**src/rtl/pipe_stage_reg.sv**
```systemverilog
// Pipeline stage register with valid/ready handshake, 2-entry skid buffer and flush-to-NOP.
// Optional saturating stall counter is built only when PIPE_STAGE_PERF_EN is defined.
module pipe_stage_reg #(
    parameter int                DATA_W    = 32,
    parameter int                PC_W      = 32,
    parameter logic [DATA_W-1:0] NOP_VALUE = '0,
    parameter int                CNT_W     = 16
) (
    input  logic              clk,
    input  logic              reset,
    input  logic              flush,
    input  logic              in_valid,
    output logic              in_ready,
    input  logic [PC_W-1:0]   in_pc,
    input  logic [DATA_W-1:0] in_data,
    output logic              out_valid,
    input  logic              out_ready,
    output logic [PC_W-1:0]   out_pc,
    output logic [DATA_W-1:0] out_data,
    output logic [CNT_W-1:0]  stall_cnt
);

    typedef enum logic [1:0] {
        EMPTY = 2'd0,
        ONE   = 2'd1,
        TWO   = 2'd2
    } state_t;

    state_t            r_state;
    logic              r_in_ready;
    logic              r_out_valid;
    logic [PC_W-1:0]   r_main_pc;
    logic [DATA_W-1:0] r_main_data;
    logic [PC_W-1:0]   r_skid_pc;
    logic [DATA_W-1:0] r_skid_data;

    logic w_push;
    logic w_pop;

    assign w_push = in_valid & r_in_ready;
    assign w_pop  = r_out_valid & out_ready;

    always_ff @(posedge clk or negedge reset) begin
        if (!reset) begin
            r_state     <= EMPTY;
            r_in_ready  <= 1'b1;
            r_out_valid <= 1'b0;
            r_main_pc   <= '0;
            r_main_data <= NOP_VALUE;
            r_skid_pc   <= '0;
            r_skid_data <= '0;
        end else if (flush) begin
            // PC of the incoming beat stays visible for redirect/exception recovery.
            r_state     <= EMPTY;
            r_in_ready  <= 1'b1;
            r_out_valid <= 1'b0;
            r_main_data <= NOP_VALUE;
            r_skid_pc   <= '0;
            r_skid_data <= '0;
            if (in_valid) begin
                r_main_pc <= in_pc;
            end
        end else begin
            case (r_state)
                EMPTY: begin
                    if (w_push) begin
                        r_state     <= ONE;
                        r_out_valid <= 1'b1;
                        r_main_pc   <= in_pc;
                        r_main_data <= in_data;
                    end
                end
                ONE: begin
                    if (w_push && w_pop) begin
                        r_main_pc   <= in_pc;
                        r_main_data <= in_data;
                    end else if (w_push) begin
                        r_state     <= TWO;
                        r_in_ready  <= 1'b0;
                        r_skid_pc   <= in_pc;
                        r_skid_data <= in_data;
                    end else if (w_pop) begin
                        r_state     <= EMPTY;
                        r_out_valid <= 1'b0;
                        r_main_data <= NOP_VALUE;
                    end
                end
                TWO: begin
                    if (w_pop) begin
                        r_state     <= ONE;
                        r_in_ready  <= 1'b1;
                        r_main_pc   <= r_skid_pc;
                        r_main_data <= r_skid_data;
                        r_skid_pc   <= '0;
                        r_skid_data <= '0;
                    end
                end
                default: begin
                    r_state     <= EMPTY;
                    r_in_ready  <= 1'b1;
                    r_out_valid <= 1'b0;
                    r_main_data <= NOP_VALUE;
                end
            endcase
        end
    end

    assign in_ready  = r_in_ready;
    assign out_valid = r_out_valid;
    assign out_pc    = r_main_pc;
    assign out_data  = r_main_data;

`ifdef PIPE_STAGE_PERF_EN
    logic [CNT_W-1:0] r_stall_cnt;

    // Saturates instead of wrapping; flush deliberately leaves it alone.
    always_ff @(posedge clk or negedge reset) begin
        if (!reset) begin
            r_stall_cnt <= '0;
        end else if (r_out_valid && !out_ready && (r_stall_cnt != {CNT_W{1'b1}})) begin
            r_stall_cnt <= r_stall_cnt + CNT_W'(1);
        end
    end

    assign stall_cnt = r_stall_cnt;
`else
    assign stall_cnt = '0;
`endif

endmodule
```
**config.mk**
```make
export PLATFORM = sky130hd
export DESIGN_NAME = pipe_stage_reg
export DESIGN_NICKNAME = d
export VERILOG_FILES = /design/src/rtl/pipe_stage_reg.sv
export SDC_FILE = /design/constraint.sdc
export NUM_CORES = 1
export LEC_CHECK = 0
export ABC_AREA = 1
export ABC_CLOCK_PERIOD_IN_PS = 2200
export BUFFER_PORTS_ARGS = -buffer_cell sky130_fd_sc_hd__buf_4
export CELL_PAD_IN_SITES_DETAIL_PLACEMENT = 1
export CELL_PAD_IN_SITES_GLOBAL_PLACEMENT = 1
export CORE_MARGIN = 3
export CORE_UTILIZATION = 35
export DETAILED_ROUTE_END_ITERATION = 10
export PLACE_DENSITY_LB_ADDON = 0.15
export SYNTH_ARGS = -nofsm -noshare
export SYNTH_HDL_FRONTEND = slang
export SYNTH_SLANG_ARGS = --single-unit
export TNS_END_PERCENT = 1
```
**constraint.sdc**
```tcl
create_clock -name clk -period 2.2 [get_ports clk]
set_input_delay 0.44 -clock clk [delete_from_list [all_inputs] [get_ports clk]]
set_output_delay 0.44 -clock clk [all_outputs]
set_load 0.01 [all_outputs]
```
==> impl_metrics.yaml <==
global_route:
  track_usage: 0.1954
  grt_max_degree: 85
  grt_pass1_vias: 6239
  antenna_found_initial: 0
  grt_pass1_wl_um: 32260
  gr-total-overflow: 0
clock_tree:
  hold_buffers: 1
  insertion_delay_ns: 0.42
  post_cts_buffers: 0
  htree_levels: 4
  cts_resized: 0
  clkSinkCount: 132
  cts_buffer_depth: 2
  cts_tree: "done"
  clkTransAtPathRegs_ns: 0.06
  numCtsBuffers: 17
  root_buffer: "clkbuf_16"
drt:
  met1_length_um: 8930
  top_layer: "met4"
  drt-initial-drc-count: 244
  detail-route-antenna-nets: 0
  route.met3.wl_um: 930
  via_per_inst: 4.850
  drt-total-wl_um: 19580
  routedWlPerCell_um: 15.98
  first_pass_iters: 4
  vias: 5941
  drc: 0
  dr_wl_met2_um: 9501
floorplan:
  die_w_um: 144.7
  die_area_um2: 20930
  io_pins: 151
  rows: 50
  die_y_um: 144.7
  start_util: 0.3585
  coreArea_um2: 18770
cells_and_area:
  fill_cells: 2295
  seq_area_um2: 3304
  diodes: 0
  drive_gt1_frac: 0.2634
  final_util: 0.4497
  fin_nets: 1047
  syn2layout_area_growth_pct: 25.44
  multi_input_area_um2: 3000
setup_path:
  reg2reg_depth: 7
  reg2reg_to: "r_skid_pc[26]$_DFFE_PN0P_"
  crit_path_frequent_cell: "nand2_1"
  cp_slowest_stage_delay_ns: 0.54
  worst-setup-path-type: "reg2reg"
  worstPathRequired_ns: 2.54
  reg2reg_from: "in_ready$_DFFE_PN1P_"
  critPathLaunchType: "flip-flop"
  crit_chain: "nand2_1 > nor2_2 > nand2_1 > nand3_4 > buf_12 > nand2_1 > o21ai_2"
  worst-endpoint-arrival_ns: 2.24
  rrSetupSlack_ns: 0.30
  crit_fanout: 84
  cp-end-kind: "flip-flop"
  cp_slowest_cell: "dfstp_2"
worst_hold_path:
  worst_hold_path.endpoint: "r_skid_data[31]$_DFFE_PN0P_"
  min-delay-start: "in_data[31]"
  hold_path.class: "in2reg"
  min_delay_path_depth: 3
pwr:
  p_leak_nw: 4.408
  p_int_mw: 6.668
  combPwrFrac: 0.407
  clkPwrFrac: 0.244
  switchingPower_mw: 4.461
  peakVddDrop_mv: 0.6944
  p_sw_frac: 0.4008
  p_per_area_nw_per_um2: 1318
  seqPwrFrac: 0.349
timing:
  tns_ns: 0
  skew_ns: 0.008219
  max_freq_mhz: 526.7
  hold_viol: 0
  rsz0062_at_grt: "false"
  setup_violations: 0
  finalMaxSlewViolations: 0
  fin_crit_sh: 0.8631
  min_period_ns: 1.899
logic_synthesis:
  yosysWarnings: 0
  ys_ff_latch: 132
  netlist_area_um2: 6729
  ys_seq_area_frac: 0.4911
  synth_cell_type_count: 23
  syn_inst: 861
  syn_avg_cell_area_um2: 7.815
placed_design:
  gp_congestion: 0.8072
  post-dp-hpwl_um: 12900
  io_buffer_count: 134
outcome:
  status: "completed"
flow_run:
  max-cap-violations: 0
-- synth_stat cells --
| library cell | count | area (um^2) |
|---|---|---|
| nand2_1 | 459 | 1723 |
| dfrtp_1 | 131 | 3278 |
| nand3_1 | 102 | 510.5 |
| o21ai_2 | 60 | 525.5 |
| buf_2 | 27 | 135.1 |
| buf_4 | 18 | 135.1 |
| buf_6 | 13 | 146.4 |
| clkbuf_1 | 11 | 41.29 |
| nor2_2 | 6 | 37.54 |
| inv_1 | 5 | 18.77 |
| nor2_1 | 5 | 18.77 |
| o21ai_0 | 5 | 25.02 |
| o21ai_1 | 4 | 20.02 |
| inv_2 | 3 | 11.26 |
| nand3_2 | 3 | 30.03 |
| buf_1 | 2 | 7.510 |
| a21oi_1 | 1 | 5.000 |
| a31oi_1 | 1 | 6.260 |
| conb_1 | 1 | 3.750 |
| dfstp_2 | 1 | 26.28 |
| nand2_2 | 1 | 6.260 |
| nand4_1 | 1 | 6.260 |
| nor2_4 | 1 | 11.26 |
-- power groups by stage --
| stage | combinational [mW] | sequential, mW | clock [mW] |
|---|---|---|---|
| after floorplan | 2.72 | 4.04 | 0 |
| after global placement | 4.52 | 3.90 | 0 |
| after global routing | 5.13 | 4.00 | 2.89 |
| after CTS | 4.64 | 3.89 | 2.77 |
| final | 4.53 | 3.88 | 2.72 |
| after detailed placement | 4.63 | 3.92 | 0 |
-- sequential cells by signal, summed over array words and instances (netlist names) --
register	cells
in_ready	1
out_data	32
out_pc	32
out_valid	1
r_skid_data	32
r_skid_pc	32
r_state	2
-- kinds of logic after synthesis --
| logic type | count (synthesis) | share of synthesized area |
|---|---|---|
| flip-flops | 132 | 0.4911 |
| other | 1 | 0.0005573 |
| AND/OR/NAND/NOR | 578 | 0.3483 |
| AO/OA/AOI/OAI | 71 | 0.08646 |
| buffers and inverters | 79 | 0.07363 |
-- worst max-delay path by stage --
| stage | cells past startpoint | startpoint | end | slack, ns |
|---|---|---|---|---|
| floorplan | 8 | in_ready$_DFFE_PN1P_ | out_pc[0]$_DFFE_PN0P_ | 0.61 |
| global placement | 9 | flush | out_pc[15]$_DFFE_PN0P_ | 0.37 |
| detailed placement | 8 | in_valid | r_skid_pc[11]$_DFFE_PN0P_ | 0.31 |
| CTS | 7 | in_ready$_DFFE_PN1P_ | r_skid_pc[26]$_DFFE_PN0P_ | 0.29 |
| global route | 7 | in_ready$_DFFE_PN1P_ | r_skid_pc[26]$_DFFE_PN0P_ | 0.13 |
| finish | 7 | in_ready$_DFFE_PN1P_ | r_skid_pc[26]$_DFFE_PN0P_ | 0.30 |
-- routing by layer --
metal / up-vias / global-route usage
met5: - / 0
met4: 0 / 0.05106
met3: 20 / 0.04469
met2: 111 / 0.3346
met1: 2885 / 0.2506
li1: 2925 / -
-- cell usage in the layout (no fill, tap or decap), drive strengths merged --
cell type / synthesis / final
dlygate4sd3: 0 / 1
nand2: 460 / 460
dfstp: 1 / 1
clkbuf: 11 / 19
bufinv: 0 / 1
o21ai: 69 / 69
nand4: 1 / 1
buf: 60 / 153
a31oi: 1 / 1
clkinv: 0 / 7
nand3: 105 / 105
dfrtp: 131 / 131
conb: 1 / 16
a21oi: 1 / 1
nor2: 12 / 12
clkinvlp: 0 / 5
inv: 8 / 8
-- stage by stage --
| stage | std cells | instance area [um^2] | hold WS [ns] | setup WS [ns] | power, mW |
|---|---|---|---|---|---|
| 4_1_cts | 1225 | 8441 | 0.2774 | 0.2923 | 11.31 |
| 3_3_place_gp | 1192 | 7868 | 0.4001 | 0.3673 | 8.424 |
| 2_1_floorplan | 876 | 6785 | 0.1444 | 0.6139 | 6.752 |
| 6_report | 1225 | 8441 | 0.2940 | 0.3012 | 11.13 |
| 3_5_place_dp | 1192 | 7868 | 0.4037 | 0.3111 | 8.543 |
| 5_1_grt | 1225 | 8441 | 0.2824 | 0.1330 | 12.02 |
-- cell type report --
class / instances / share of cell area
repair buffers: 154 / 0.1481
clock inverters: 13 / 0.01304
multi-input cells: 665 / 0.3555
clock buffers: 19 / 0.05366
inverters: 8 / 0.003558
well taps: 234 / 0.03469
flip-flops and latches: 132 / 0.3915
-- worst max-delay path, delay by kind of cell (launching register included) --
| family | cells | cell delay [ns] |
|---|---|---|
| AOI/OAI and AO/OA | 1 | 0.09 |
| buffers and inverters | 1 | 0.38 |
| and+or+nand+nor | 5 | 0.80 |
| DFF | 1 | 0.54 |
No activity file was read; power rests on OpenSTA's default activity.
